[src/rtl/burst_cmd_engine.sv]
// Splits a linear transfer command into controller bursts of up to BURST_MAX beats, with an outstanding limit.
// Optional: define BOUNDARY_SPLIT_EN to stop bursts from crossing 2^BOUNDARY_BITS-aligned addresses.
module burst_cmd_engine #(
    parameter int CTRL_ADDR_WIDTH = 28,
    parameter int LEN_WIDTH       = 32,
    parameter int BURST_MAX       = 16,
    parameter int ADDR_PER_BEAT   = 8,
    parameter int ID_WIDTH        = 4,
    parameter int MAX_OUTSTANDING = 2,
    parameter int BOUNDARY_BITS   = 12
) (
    input  logic                       clk,
    input  logic                       rstn,
    input  logic                       cmd_valid,
    output logic                       cmd_ready,
    input  logic [CTRL_ADDR_WIDTH-1:0] cmd_addr,
    input  logic [LEN_WIDTH-1:0]       cmd_len,
    output logic                       cmd_done,
    output logic                       burst_valid,
    input  logic                       burst_ready,
    output logic [CTRL_ADDR_WIDTH-1:0] burst_addr,
    output logic [3:0]                 burst_len,
    output logic [ID_WIDTH-1:0]        burst_id,
    input  logic                       burst_done,
    output logic [3:0]                 outstanding
);

    localparam int BEAT_SHIFT = $clog2(ADDR_PER_BEAT);

    typedef enum logic [2:0] {S_IDLE, S_CALC, S_ISSUE, S_DRAIN, S_DONE} state_t;

    state_t                     state;
    logic [CTRL_ADDR_WIDTH-1:0] cur_addr;
    logic [LEN_WIDTH-1:0]       remaining;
    logic [4:0]                 nb_q;
    logic [4:0]                 nb_calc;
    logic                       accept;
    logic                       burst_hs;
    logic                       done_eff;

`ifdef BOUNDARY_SPLIT_EN
    localparam int BW = BOUNDARY_BITS + 1;
    localparam logic [CTRL_ADDR_WIDTH-1:0] ADDR_MASK = ~CTRL_ADDR_WIDTH'(ADDR_PER_BEAT - 1);
    logic [BW-1:0] beats_to_boundary;
`endif

    // Handshake: a transfer happens in any cycle where valid and ready are both high at the clock edge.
    assign cmd_ready   = (state == S_IDLE) || (state == S_DONE);
    assign accept      = cmd_valid && cmd_ready;
    assign burst_valid = (state == S_ISSUE) && (outstanding < 4'(MAX_OUTSTANDING));
    assign burst_hs    = burst_valid && burst_ready;
    assign done_eff    = burst_done && (outstanding != 4'd0);

    always_comb begin
        nb_calc = (remaining > LEN_WIDTH'(BURST_MAX)) ? 5'(BURST_MAX) : remaining[4:0];
`ifdef BOUNDARY_SPLIT_EN
        beats_to_boundary = ((BW'(1) << BOUNDARY_BITS) - BW'(cur_addr[BOUNDARY_BITS-1:0])) >> BEAT_SHIFT;
        if (beats_to_boundary < BW'(nb_calc)) begin
            nb_calc = beats_to_boundary[4:0];
        end
`endif
    end

    always_ff @(posedge clk) begin
        if (!rstn) begin
            state       <= S_IDLE;
            cur_addr    <= '0;
            remaining   <= '0;
            nb_q        <= '0;
            burst_addr  <= '0;
            burst_len   <= '0;
            burst_id    <= '0;
            cmd_done    <= 1'b0;
            outstanding <= '0;
        end else begin
            cmd_done <= 1'b0;
            if (burst_hs && !done_eff) begin
                outstanding <= outstanding + 4'd1;
            end else if (!burst_hs && done_eff) begin
                outstanding <= outstanding - 4'd1;
            end

            case (state)
                S_IDLE, S_DONE: begin
                    state <= S_IDLE;
                    if (accept) begin
`ifdef BOUNDARY_SPLIT_EN
                        cur_addr <= cmd_addr & ADDR_MASK;
`else
                        cur_addr <= cmd_addr;
`endif
                        remaining <= cmd_len;
                        // Zero-length commands pass through DRAIN so cmd_done keeps its two-cycle spacing.
                        state <= (cmd_len == '0) ? S_DRAIN : S_CALC;
                    end
                end
                S_CALC: begin
                    nb_q       <= nb_calc;
                    burst_addr <= cur_addr;
                    burst_len  <= 4'(nb_calc - 5'd1);
                    state      <= S_ISSUE;
                end
                S_ISSUE: begin
                    if (burst_hs) begin
                        cur_addr  <= cur_addr + (CTRL_ADDR_WIDTH'(nb_q) << BEAT_SHIFT);
                        remaining <= remaining - LEN_WIDTH'(nb_q);
                        burst_id  <= burst_id + ID_WIDTH'(1);
                        state     <= (remaining > LEN_WIDTH'(nb_q)) ? S_CALC : S_DRAIN;
                    end
                end
                S_DRAIN: begin
                    if (outstanding == 4'd0) begin
                        state    <= S_DONE;
                        cmd_done <= 1'b1;
                    end
                end
                default: state <= S_IDLE;
            endcase
        end
    end

endmodule

[config.mk]
export PLATFORM = sky130hd
export DESIGN_NAME = burst_cmd_engine
export DESIGN_NICKNAME = d
export VERILOG_FILES = /design/src/rtl/burst_cmd_engine.sv
export SDC_FILE = /design/constraint.sdc
export NUM_CORES = 1
export LEC_CHECK = 0
export BUFFER_PORTS_ARGS = -buffer_cell sky130_fd_sc_hd__buf_2
export CAP_MARGIN = 20
export CORE_ASPECT_RATIO = 0.75
export CORE_MARGIN = 10
export CORE_UTILIZATION = 50
export CTS_BUF_LIST = sky130_fd_sc_hd__clkbuf_2
export CTS_CLUSTER_DIAMETER = 200
export CTS_CLUSTER_SIZE = 10
export DETAILED_ROUTE_END_ITERATION = 8
export HOLD_SLACK_MARGIN = 0.12
export MAX_ROUTING_LAYER = met4
export PLACE_DENSITY_LB_ADDON = 0.1
export REMOVE_ABC_BUFFERS = 1
export SETUP_SLACK_MARGIN = 0.02
export SYNTH_ARGS = -nofsm -noshare
export SYNTH_HDL_FRONTEND = slang
export SYNTH_SLANG_ARGS = --single-unit
[constraint.sdc]
create_clock -name clk -period 3.95 [get_ports clk]
set_input_delay 0.395 -clock clk [delete_from_list [all_inputs] [get_ports clk]]
set_output_delay 0.395 -clock clk [all_outputs]
set_load 0.005 [all_outputs]
# Word level (Yosys, flattened, before mapping)

Index checks and enable logic that the tools add are counted.

Register bits after elaboration: 109
Latch bits: 0
Bits in writable memories: 0
Memory bits (read-only): 0
Input bits: 65
Output and inout bits: 43
Word-level logic and storage cells: 61
Memories: 0

Add/sub/neg operators: 6
Multiply operators: 0
Divide/modulo/power cells: 0
$lt $le $gt $ge: 3
Eq/ne operators: 7
Shifts and indexed selects: 0
Muxes and demuxes: 16
Bitwise logic cells: 0
Reduce and logical (&&, ||, !) cells: 20

Operators by type and width:

| kind                                                           | count |
|---|---|
| 2-to-1 mux 32 bit                                              | 2 |
| one-hot mux 32 bit (2 select lines)                            | 1 |
| 2-to-1 mux 28 bit                                              | 2 |
| one-hot mux 28 bit (2 select lines)                            | 1 |
| greater-than comparator 32 x 5 -> 1 bit                        | 1 |
| greater-than comparator 32 x 5 -> 1 bit, second input constant | 1 |
| logical NOT 32 bit                                             | 1 |
| subtractor 32 x 5 -> 32 bit                                    | 1 |
| adder 28 x 8 -> 28 bit                                         | 1 |
| one-hot mux 3 bit (4 select lines)                             | 1 |
| adder 4 x 1 -> 4 bit, second input constant                    | 2 |
| 2-to-1 mux 4 bit                                               | 2 |
| subtractor 4 x 1 -> 4 bit, second input constant               | 2 |
| equality test 3 x 2 -> 1 bit, second input constant            | 2 |
| logical AND 1 bit                                              | 6 |
| 2-to-1 mux 2 bit                                               | 3 |
| 2-to-1 mux 3 bit                                               | 2 |
| inequality test 2 bit, second input constant                   | 3 |
| AND reduction 2 bit                                            | 3 |
| 2-to-1 mux 5 bit                                               | 1 |
| logical NOT 4 bit                                              | 1 |
| less-than comparator 4 x 2 -> 1 bit, second input constant     | 1 |
| nonzero test 2 bit                                             | 2 |
| nonzero test 4 bit                                             | 1 |
| 8 further kinds                                                | 9 |

# Logic depth before layout (Yosys ltp)

Gate-level depths: netlist of the first run.

Depth in word-level cells: 7
Mapped depth: 14
Depth with buffers taken out: 11

# Worst setup path after synthesis of the first run

Ideal clock, no wire load.

Kind: reg2reg
From: register state[1]
To: register outstanding[3]
Library setup time: 70 ps
Arrival time: 2,687 ps
Data required time: 3,880 ps
Slack: 1,193 ps
Cell stages (with the launch flop): 15
Buffers on the path: 3
Clock period less this slack: 2,757 ps
Path through: dfxtp_1 > buf_2 > nor3b_1 > buf_2 > nand3_1 > inv_1 > buf_1 > ha_1 > inv_1 > ha_1 > a21o_1 > a21oi_1 > xnor2_1 > or3_1 > a21oi_1

Word-level cells in the longest chain between the ends: 6
Elaborated cells on any way between the ends: 8
Classes of those cells: eq/ne: 1; mux: 1; reduce/logical: 6

Ends and longest elaborated chain:

| element                             | RTL line | RTL |
|---|---|---|
| from (decl)                         | 32       | `state_t state;` |
| from (signal assigned)              | 94       | `state <= (cmd_len == '0) ? S_DRAIN : S_CALC;` |
| from (signal assigned)              | 108      | `state <= (remaining > LEN_WIDTH'(nb_q)) ? S_CALC : S_DRAIN;` |
| equality test 3 x 2 -> 1 bit *      | 50       | `assign burst_valid = (state == S_ISSUE) && (outstanding < 4'(MAX_OUTSTANDING));` |
| logical AND 1 bit *                 | 50       |  |
| logical AND 1 bit *                 | 51       | `assign burst_hs = burst_valid && burst_ready;` |
| logical NOT 1 bit                   | 79       | `end else if (!burst_hs && done_eff) begin` |
| logical AND 1 bit                   | 79       |  |
| nonzero test 2 bit (no source line) | n/a      |  |
| to (signal assigned)                | 78       | `outstanding <= outstanding + 4'd1;` |
| to (signal assigned)                | 80       | `outstanding <= outstanding - 4'd1;` |
| to (decl)                           | 25       | `output logic [3:0] outstanding` |

Every way passes the cells marked *; elsewhere a longest branch is shown, timed or not.
A chain may end at the register's enable or synchronous reset.

# Final worst setup path of the first run

From: register outstanding[1]
To: register outstanding[3]

Word-level cells in the longest chain between the ends: 6
Elaborated cells on any way between the ends: 14
Classes of those cells: add/sub: 2; order compare: 1; mux: 2; reduce/logical: 9

Ends and longest elaborated chain:

| element                             | RTL line |
|---|---|
| less-than comparator 4 x 2 -> 1 bit | 50 |
| logical AND 1 bit                   | 50 |
| logical AND 1 bit                   | 51 |
| logical NOT 1 bit                   | 79 |
| logical AND 1 bit                   | 79 |
| nonzero test 2 bit (no source line) | n/a |

Parallel ways exist; a longest one is shown, timed or not. The select of a mux whose other input is x is not followed.

==> flow_metrics.env, run 1 <==
export IMPL_pwr_share_clk_pct=17.1
export IMPL_route_met2_wl_mm=8.33
export IMPL_hold_path_end="remaining[29]"
export IMPL_yosysWarningCount=0
export IMPL_swShare_pct=41.0
export IMPL_wl_per_cell_um=17.7
export IMPL_die_w_um=146
export IMPL_final_antenna_net_count=0
export IMPL_highest_layer="met4"
export IMPL_yosysUniqueCellTypes=72
export IMPL_pwr_share_seq_pct=46.4
export IMPL_nNetsFinal=956
export IMPL_synth_top_cell_area_share_pct=36.9
export IMPL_relSlewSlack_pct=42.7
export IMPL_clk_pin_slew_ps=310
export IMPL_grt_max_degree=77
export IMPL_max_freq_mhz=339
export IMPL_worstHoldStart="cmd_len[29]"
export IMPL_wl_met3_mm=1.18
export IMPL_htree_num_levels=3
export IMPL_crit_type="reg2reg"
export IMPL_io_pins=108
export IMPL_place_inst=975
export IMPL_reg2reg_slack_ps=1000
export IMPL_insertedDiodeCount=0
export IMPL_synthesis_area_um2=5920
export IMPL_multi_input_area_um2=3530
export IMPL_synth_simple_area_share_pct=26.8
export IMPL_critPathMaxFanout=14
export IMPL_vias_per_cell=6.01
export IMPL_status="finished, final reports clean"
export IMPL_clockBufferDepth=2
export IMPL_rsz0062_at_grt="no"
export IMPL_die_area_um2=16600
export IMPL_hold_path_class="in2reg"
export IMPL_cp_arrival_ps=3540
export IMPL_drt_pass1_iter_count=5
export IMPL_synth_seq_cells=109
export IMPL_rows=34
export IMPL_wl_mm=18.5
export IMPL_cp_start_kind="register"
export IMPL_min_period_ps=2950
export IMPL_setup_ws_ps=996
export IMPL_worstMarginPinSlew_ps=859
export IMPL_critPathCaptureType="register"
export IMPL_core_um2=11600
export IMPL_cts_tree="built"
export IMPL_required_ps=4540
export IMPL_power_frac_comb_pct=36.5
export IMPL_maxCapViolCount=0
export IMPL_drtIter0Drc=537
export IMPL_power_internal_mw=1.77
export IMPL_r2r_start="outstanding[1]"
export IMPL_clock_skew_ps=31.5
export IMPL_power_density_nw_per_um2=417
export IMPL_synthAdderAreaFrac_pct=4.19
export IMPL_hold_violations=0
export IMPL_fin_util_pct=61.9
export IMPL_fin_cells=1040
export IMPL_overflow=0
export IMPL_flow_area_growth_from_synthesis_pct=21.1
export IMPL_fillers=1056
export IMPL_yosysSeqAreaShare_pct=36.9
export IMPL_die_h_um=114
export IMPL_grt_pass1_wl_mm=30.6
export IMPL_cts_setup_buffers=0
export IMPL_slew_violations=0
export IMPL_whs_path_depth=4
export IMPL_p_leak_nw=2.79
export IMPL_post_route_period_util_pct=74.8
export IMPL_antenna_found_initial=0
export IMPL_synth_top_flop_cell="dfxtp_1"
export IMPL_synth_xor_area_share_pct=1.63
export IMPL_drive_above_1_share_pct=18.6
export IMPL_numPortBuffers=107
export IMPL_postCtsHoldBufs=49
export IMPL_hpwl_mm=12.7
export IMPL_initial_core_util_pct=51.1
export IMPL_pre_cts_ws_ps=1060
export IMPL_synthCells=746
export IMPL_synth_compound_area_share_pct=25.3
export IMPL_cts_sinks=109
export IMPL_via_count=6247
export IMPL_synth_mux_area_fraction_pct=1.18
export IMPL_avgSynthCellArea_um2=7.93
export IMPL_r2r_end="outstanding[3]"
export IMPL_place_congestion=0.917
export IMPL_synth_area_leaders="dfxtp_1 37%, nand2_1 8.1%, a21oi_1 6.3%"
export IMPL_synth_edff_count=0
export IMPL_synthArstFlopShare_pct=0
export IMPL_clockRootBuffer="clkbuf_2"
export IMPL_irDropWorstVdd_uv=216
export IMPL_setup_tns_ps=0
export IMPL_regArea_um2=2180
export IMPL_layout_commonest_cell="nand2_1"
export IMPL_power_switching_mw=1.23
export IMPL_final_cell_mix="128 x nand2_1, 109 x dfxtp_1, 107 x buf_2"
export IMPL_synth_top_family_by_area="simple AND/OR/NAND/NOR gates"
export IMPL_setup_viol=0
export IMPL_grt_pass1_vias=6014
export IMPL_grt_util_all_layers_pct=22.4
export IMPL_ctsResizeCount=0
export IMPL_drc=0
export IMPL_numCtsBuffers=9
export IMPL_wl_met1_mm=8.73
export IMPL_ff2ff_path_depth=12
export IMPL_clk_latency_ps=630
export IMPL_synth_top_area_cell="dfxtp_1"
flip-flops by register name (all words and copies together), names as in the netlist:
register     flops
cmd_done         1
state            3
burst_id         4
burst_addr      28
nb_q             5
remaining       32
cur_addr        28
outstanding      4
burst_len        4
power groups by stage:
stage	logic (mW)	registers, mW	clock network, mW
2_1_floorplan	0.720	1.37	0
6_report	1.09	1.39	0.510
5_1_grt	1.21	1.41	0.555
4_1_cts	1.08	1.38	0.521
3_3_place_gp	1.02	1.40	0
3_5_place_dp	1.04	1.40	0
worst max path at each step:
| stage | from | endpoint | slack, ps |
|---|---|---|---|
| 2_1_floorplan | state[1] | outstanding[3] | -1590 |
| 3_3_place_gp | outstanding[1] | outstanding[3] | 1210 |
| 6_report | outstanding[1] | outstanding[3] | 1000 |
| 5_1_grt | outstanding[1] | outstanding[3] | 780 |
| 4_1_cts | outstanding[1] | outstanding[3] | 1010 |
| 3_5_place_dp | outstanding[1] | outstanding[3] | 1060 |
cells in the mapped netlist (all sizes together) (3+ instances only):
cell type / n
nand2: 129
dfxtp: 109
a21oi: 75
nor2: 46
clkbuf: 41
nand3: 37
o21ai: 34
a31oi: 18
nor3: 17
nor4: 16
ha: 15
a22oi: 14
a211oi: 12
inv: 12
buf: 9
nand4: 9
and3: 8
o21a: 8
o31ai: 8
or4: 8
mux2i: 7
nor3b: 7
o211ai: 7
o22ai: 7
nor2b: 6
o311ai: 6
xnor2: 6
a21o: 5
a32o: 5
and2: 5
or3: 5
xor2: 5
a22o: 4
nand2b: 4
o221ai: 4
o31a: 4
o41ai: 4
a41oi: 3
fa: 3
or3b: 3
final cells by class:
cell class | count | share of cell area (%)
sequential | 109 | 30.5
multi-input combinational | 575 | 49.2
tap | 162 | 2.83
inverter | 12 | 0.629
clock buffer | 9 | 0.629
timing repair buffer | 166 | 15.4
clock inverter | 7 | 0.873
cell families after synthesis:
kind of cell	Yosys count
AND/OR/NAND/NOR	309
AO/OA/AOI/OAI	230
flip-flops	109
buffers and inverters	62
adder cells (fa/ha/maj)	18
XOR/XNOR	11
multiplexers	7
routing by layer:
metal | up-vias | GRT usage, %
met5 | - | -
li1 | 3003 | -
met3 | 21 | 3.36
met2 | 259 | 34.6
met4 | 0 | 5.51
met1 | 2964 | 30.3
critical path, stage by stage (launching register included):
cell	delay, ps
dfxtp_1	440
nor3_1	480
nand3_1	180
inv_1	80
buf_4	230
ha_1	230
inv_1	100
ha_1	290
a21o_1	180
a21oi_1	170
xnor2_1	90
or3_1	310
a21oi_1	140
metrics by stage:
step                cell area (um2)  hold WS (ps)  total power, mW
global route                   7170           135             3.18
floorplan                      5720           432             2.09
global placement               6570           438             2.41
detailed placement             6570           445             2.45
finish                         7170           144             2.99
CTS                            7170           122             2.99
No activity file was read; power rests on OpenSTA's default activity.
==> inputs of run 2 (changes only) <==
ABC_AREA = 1   (was unset)
clock period = 3.07 ns   (was 3.95 ns; I/O delays follow)
==> flow_metrics.env, run 2 <==
export IMPL_io_pins=108
export IMPL_antenna_found_initial=1
export IMPL_cts_sinks=109
export IMPL_clk_latency_ps=640
export IMPL_critPathMaxFanout=6
export IMPL_route_met2_wl_mm=8.52
export IMPL_status="finished, final reports clean"
export IMPL_post_route_period_util_pct=75.9
export IMPL_synthCells=1065
export IMPL_ff2ff_path_depth=13
export IMPL_numPortBuffers=107
export IMPL_maxCapViolCount=0
export IMPL_initial_core_util_pct=51.0
export IMPL_cp_start_kind="register"
export IMPL_path_cells="inv_1 > ha_1 > fa_1 > inv_1 > nand3_1 > nand2_1 > nand2_1 > nand2_1 > o21ai_0 > nand3_1 > nand2_1 > o21ai_0 > inv_1"
export IMPL_grt_util_all_layers_pct=23.5
export IMPL_synthArstFlopShare_pct=0
export IMPL_hold_path_class="in2reg"
export IMPL_clk_pin_slew_ps=330
export IMPL_fin_util_pct=61.4
export IMPL_numCtsBuffers=9
export IMPL_critPathSlowestCell="dfxtp_1"
export IMPL_synth_common_cells="241 x nand2_1, 145 x nor2_1, 125 x inv_1"
export IMPL_htree_num_levels=3
export IMPL_overflow=0
export IMPL_clockBufferDepth=2
export IMPL_whs_path_depth=5
export IMPL_avgSynthCellArea_um2=6.21
export IMPL_largest_register="remaining"
export IMPL_grt_pass1_vias=6831
export IMPL_final_area_um2=7960
export IMPL_cts_setup_buffers=0
export IMPL_p_leak_nw=3.68
export IMPL_min_period_ps=2330
export IMPL_grt_pass1_wl_mm=35.6
export IMPL_grt_max_degree=69
export IMPL_irDropWorstVdd_uv=407
export IMPL_nNetsFinal=1290
export IMPL_synth_most_common_cell="nand2_1"
export IMPL_synth_top_flop_cell="dfxtp_1"
export IMPL_max_stage_delay_ps=420
export IMPL_wl_met3_mm=1.52
export IMPL_synth_top_cell_area_share_pct=33.0
export IMPL_cp_arrival_ps=2920
export IMPL_worstMarginPinSlew_ps=1060
export IMPL_cts_tree="built"
export IMPL_drtIter0Drc=710
export IMPL_die_h_um=120
export IMPL_postCtsHoldBufs=60
export IMPL_synth_top_area_cell="dfxtp_1"
export IMPL_reg_top3="remaining x32, burst_addr x28, cur_addr x28"
export IMPL_crit_type="reg2reg"
export IMPL_yosysUniqueCellTypes=37
export IMPL_yosysWarningCount=0
export IMPL_synth_edff_count=0
export IMPL_layout_commonest_cell="nand2_1"
export IMPL_clockRootBuffer="clkbuf_2"
export IMPL_wl_met1_mm=10.9
export IMPL_hpwl_mm=15.0
export IMPL_required_ps=3660
export IMPL_core_um2=13000
export IMPL_relSlewSlack_pct=28.9
export IMPL_final_antenna_net_count=0
export IMPL_flow_area_growth_from_synthesis_pct=20.4
export IMPL_yosysSeqAreaShare_pct=33.0
export IMPL_power_density_nw_per_um2=589
export IMPL_drt_pass1_iter_count=5
export IMPL_critPathCaptureType="register"
export IMPL_rows=36
export IMPL_synth_area_leaders="dfxtp_1 33%, nand2_1 14%, a21oi_1 8.5%"
export IMPL_drc=0
export IMPL_drive_above_1_share_pct=12.1
export IMPL_slew_violations=0
export IMPL_wl_per_cell_um=15.3
export IMPL_die_w_um=153
export IMPL_synthesis_area_um2=6610
export IMPL_highest_layer="met4"
export IMPL_wl_mm=21.2
export IMPL_max_freq_mhz=429
export IMPL_clock_skew_ps=36.6
export IMPL_rsz0062_at_grt="no"
export IMPL_ctsResizeCount=0
export IMPL_setup_viol=0
export IMPL_path_common_cell="nand2_1"
export IMPL_place_area_um2=7250
export IMPL_vias_per_cell=5.31
export IMPL_fillers=1256
export IMPL_via_count=7345
export IMPL_place_congestion=1.02
export IMPL_die_area_um2=18300
export IMPL_hold_violations=0
export IMPL_largest_register_ff_count=32
export IMPL_final_cell_mix="241 x nand2_1, 145 x nor2_1, 125 x inv_1"
export IMPL_synth_seq_cells=109
run 2: logic make-up (layout without fill, tap and decap cells):
logic type	Yosys count	in the layout	share of synthesized area, %
xor+xnor	5	5	0.662
buf+inv	174	321	10.5
fa+ha+maj	18	18	3.75
other cells	0	1	0
simple gates	521	521	33.3
flops	109	109	33.0
compound gates	238	238	18.8
run 2: routing by layer:
| layer | vias to the layer above | GRT usage [%] |
|---|---|---|
| li1 | 3748 | - |
| met1 | 3307 | 34.4 |
| met2 | 271 | 32.9 |
| met3 | 19 | 4.82 |
| met4 | 0 | 3.98 |
| met5 | - | - |
run 2: through the flow:
step / TNS, ps / std cells / setup WS [ps] / power [mW] / hold WS [ps]
final: 0 / 1384 / 739 / 4.69 / 158
after floorplan: -18050 / 1020 / -992 / 3.23 / 405
after global placement: 0 / 1307 / 843 / 3.95 / 454
after global routing: 0 / 1384 / 495 / 5.08 / 142
after detailed placement: 0 / 1307 / 751 / 3.93 / 460
after CTS: 0 / 1383 / 721 / 4.66 / 133
run 2: critical path: cells and delay by family, from the launching register on:
kind | cells | cell delay [ps]
AO/OA/AOI/OAI | 2 | 290
adder cells (fa/ha/maj) | 2 | 620
buffers and inverters | 3 | 220
flip-flops | 1 | 420
AND/OR/NAND/NOR | 6 | 730
run 2: final timing paths:
path | start | to | slack (ps)
setup / recovery | remaining[0] | state[1] | 740
hold / removal | cmd_len[26] | remaining[26] | 160
setup reg to reg | remaining[0] | state[1] | 740
hold reg to reg | burst_id[3] | burst_id[3] | 490
run 2: power breakdown:
group / leakage, nW / total [mW] / switching, mW / internal, mW
logic: 2.71 / 2.15 / 1.41 / 0.740
registers: 0.895 / 1.87 / 0.221 / 1.65
clock network: 0.0675 / 0.670 / 0.546 / 0.123
total: 3.68 / 4.69 / 2.18 / 2.52
run 2: final cells by class:
type	count	area [um2]	area share, %
timing repair buffer	176	1230	15.4
sequential	109	2180	27.4
antenna	1	2.50	0.0314
clock inverter	7	60.1	0.754
tap	171	214	2.69
clock buffer	9	45.0	0.566
multi-input combinational	782	3740	47.0
inverter	129	484	6.08
==> inputs of run 3 (changes only) <==
clock period = 1.9 ns   (was 3.07 ns; I/O delays follow)
==> flow_metrics.env, run 3 (synthesized netlist as in run 2, its figures left out) <==
export IMPL_status="finished with violations"
export IMPL_violations="setup timing"
export IMPL_grt_util_all_layers_pct=25.3
export IMPL_insertedDiodeCount=0
export IMPL_clock_skew_ps=36.9
export IMPL_core_um2=13000
export IMPL_irDropWorstVdd_uv=680
export IMPL_slew_violations=0
export IMPL_p_leak_nw=4.47
export IMPL_reg2reg_slack_ps=-120
export IMPL_die_area_um2=18300
export IMPL_fin_cells=1508
export IMPL_cp_arrival_ps=2590
export IMPL_ff2ff_path_depth=8
export IMPL_relSlewSlack_pct=62.8
export IMPL_place_inst=1405
export IMPL_hpwl_mm=15.9
export IMPL_numCtsBuffers=9
export IMPL_drtIter0Drc=676
export IMPL_fillers=1034
export IMPL_die_h_um=120
export IMPL_setup_ws_ps=-119
export IMPL_critPathMaxFanout=45
export IMPL_grt_pass1_wl_mm=38.0
export IMPL_rows=36
export IMPL_regArea_um2=2210
export IMPL_vias_per_cell=5.28
export IMPL_cp_start_kind="register"
export IMPL_maxCapViolCount=0
export IMPL_max_freq_mhz=495
export IMPL_numPortBuffers=107
export IMPL_drt_pass1_iter_count=5
export IMPL_critPathCaptureType="register"
export IMPL_die_w_um=153
export IMPL_final_area_um2=9790
export IMPL_multi_input_area_um2=4390
export IMPL_pwr_share_seq_pct=31.1
export IMPL_max_stage_delay_ps=430
export IMPL_wl_mm=24.4
export IMPL_setup_viol=12
export IMPL_grt_pass1_vias=7428
export IMPL_finalPower_mw=9.64
export IMPL_hold_ws_ps=291
export IMPL_nNetsFinal=1415
export IMPL_htree_num_levels=3
export IMPL_cp_buffers_inverters=4
export IMPL_cpLargestDelayFamily="buffers and inverters"
export IMPL_drc=0
export IMPL_power_switching_mw=4.35
export IMPL_largest_register="remaining"
export IMPL_via_count=7967
export IMPL_hold_path_class="in2reg"
export IMPL_layout_commonest_cell="nand2_1"
export IMPL_initial_core_util_pct=51.0
export IMPL_clk_pin_slew_ps=360
export IMPL_final_cell_mix="211 x nand2_1, 125 x nor2_1, 109 x inv_1, 109 x buf_4, 107 x buf_2"
export IMPL_critPathSlowestCell="dfxtp_1"
export IMPL_place_area_um2=8050
export IMPL_min_period_ps=2020
export IMPL_worst_path_stages=8
export IMPL_rsz0062_at_grt="yes"
export IMPL_antenna_found_initial=0
export IMPL_power_density_nw_per_um2=985
export IMPL_wl_per_cell_um=16.2
export IMPL_place_congestion=1.03
export IMPL_power_frac_comb_pct=56.8
export IMPL_setup_tns_ps=-612
export IMPL_crit_type="reg2reg"
export IMPL_power_internal_mw=5.29
export IMPL_required_ps=2470
export IMPL_overflow=0
export IMPL_clockBufferDepth=2
export IMPL_post_route_period_util_pct=106
export IMPL_clockRootBuffer="clkbuf_2"
export IMPL_io_pins=108
export IMPL_cts_tree="built"
export IMPL_cts_sinks=109
export IMPL_largest_register_ff_count=32
export IMPL_drive_above_1_share_pct=30.8
export IMPL_pre_cts_ws_ps=-223
export IMPL_grt_max_degree=55
export IMPL_reg_top3="remaining x32, burst_addr x28, cur_addr x28"
export IMPL_swShare_pct=45.2
export IMPL_path_cells="inv_1 > nand2_4 > clkbuf_8 > clkinvlp_4 > buf_12 > or2_2 > a21oi_1 > nor2_1"
export IMPL_final_antenna_net_count=0
export IMPL_hold_violations=0
export IMPL_whs_path_depth=4
export IMPL_worstMarginPinSlew_ps=555
export IMPL_clk_latency_ps=650
export IMPL_flow_area_growth_from_synthesis_pct=48.0
export IMPL_fin_util_pct=75.4
export IMPL_pwr_share_clk_pct=12.1
[run 3: cell count changes in the layout (fill, tap and decap cells not counted), moves of 14 or more]
cell / change
nand2_1: -30
a21oi_1: -19
o21ai_1: +15
a21oi_2: +19
inv_1: -16
nand3_1: -14
dfxtp_2: +22
buf_4: +102
nor2_1: -20
dfxtp_1: -23
o21ai_0: -21
nand2_2: +17
inv_2: +14
[run 3: what timing repair did]
| action | CTS | global route |
|---|---|---|
| setup buffers | 5 | 12 |
| resized for setup | 86 | 133 |
| hold buffers | 68 | 0 |
| hold endpoints to repair | 95 | 0 |
| cloned | 1 | 2 |
| setup endpoints to repair | 50 | 60 |
| pin swaps | 15 | 41 |
[run 3: cell type report]
| cell class | instances | share of cell area [%] |
|---|---|---|
| Timing Repair Buffer | 301 | 24.1 |
| Tap cell | 171 | 2.19 |
| Multi-Input combinational cell | 782 | 44.8 |
| Inverter | 129 | 5.09 |
| Sequential cell | 109 | 22.6 |
| Clock inverter | 7 | 0.754 |
| Clock buffer | 9 | 0.460 |
[run 3: worst register-to-register path, delay by kind of cell (launching register included)]
family / cells / cell delay, ps
AOI/OAI and AO/OA: 1 / 140
and+or+nand+nor: 3 / 450
buffers and inverters: 4 / 940
DFF: 1 / 430
[run 3: final timing paths]
path / start / to
max reg2reg: state[0] / cur_addr[12]
min reg2reg: cur_addr[2] / burst_addr[2]
min: cmd_addr[4] / cur_addr[4]
max: state[0] / cur_addr[12]
[run 3: routing by layer]
metal	track usage (%)	vias up	share of wire, %
li1	-	4007	-
met1	34.6	3586	46
met2	37.7	341	44
met3	6.07	33	8.7
met4	4.40	0	1.5
met5	-	-	0
[run 3: power groups by stage]
stage          registers, mW  logic (mW)  clock network (mW)
3_5_place_dp            2.96        4.13                   0
3_3_place_gp            2.96        4.10                   0
4_1_cts                 2.95        4.67                1.18
2_1_floorplan           2.99        2.23                   0
6_report                3.00        5.47                1.17
5_1_grt                 3.04        5.95                1.26
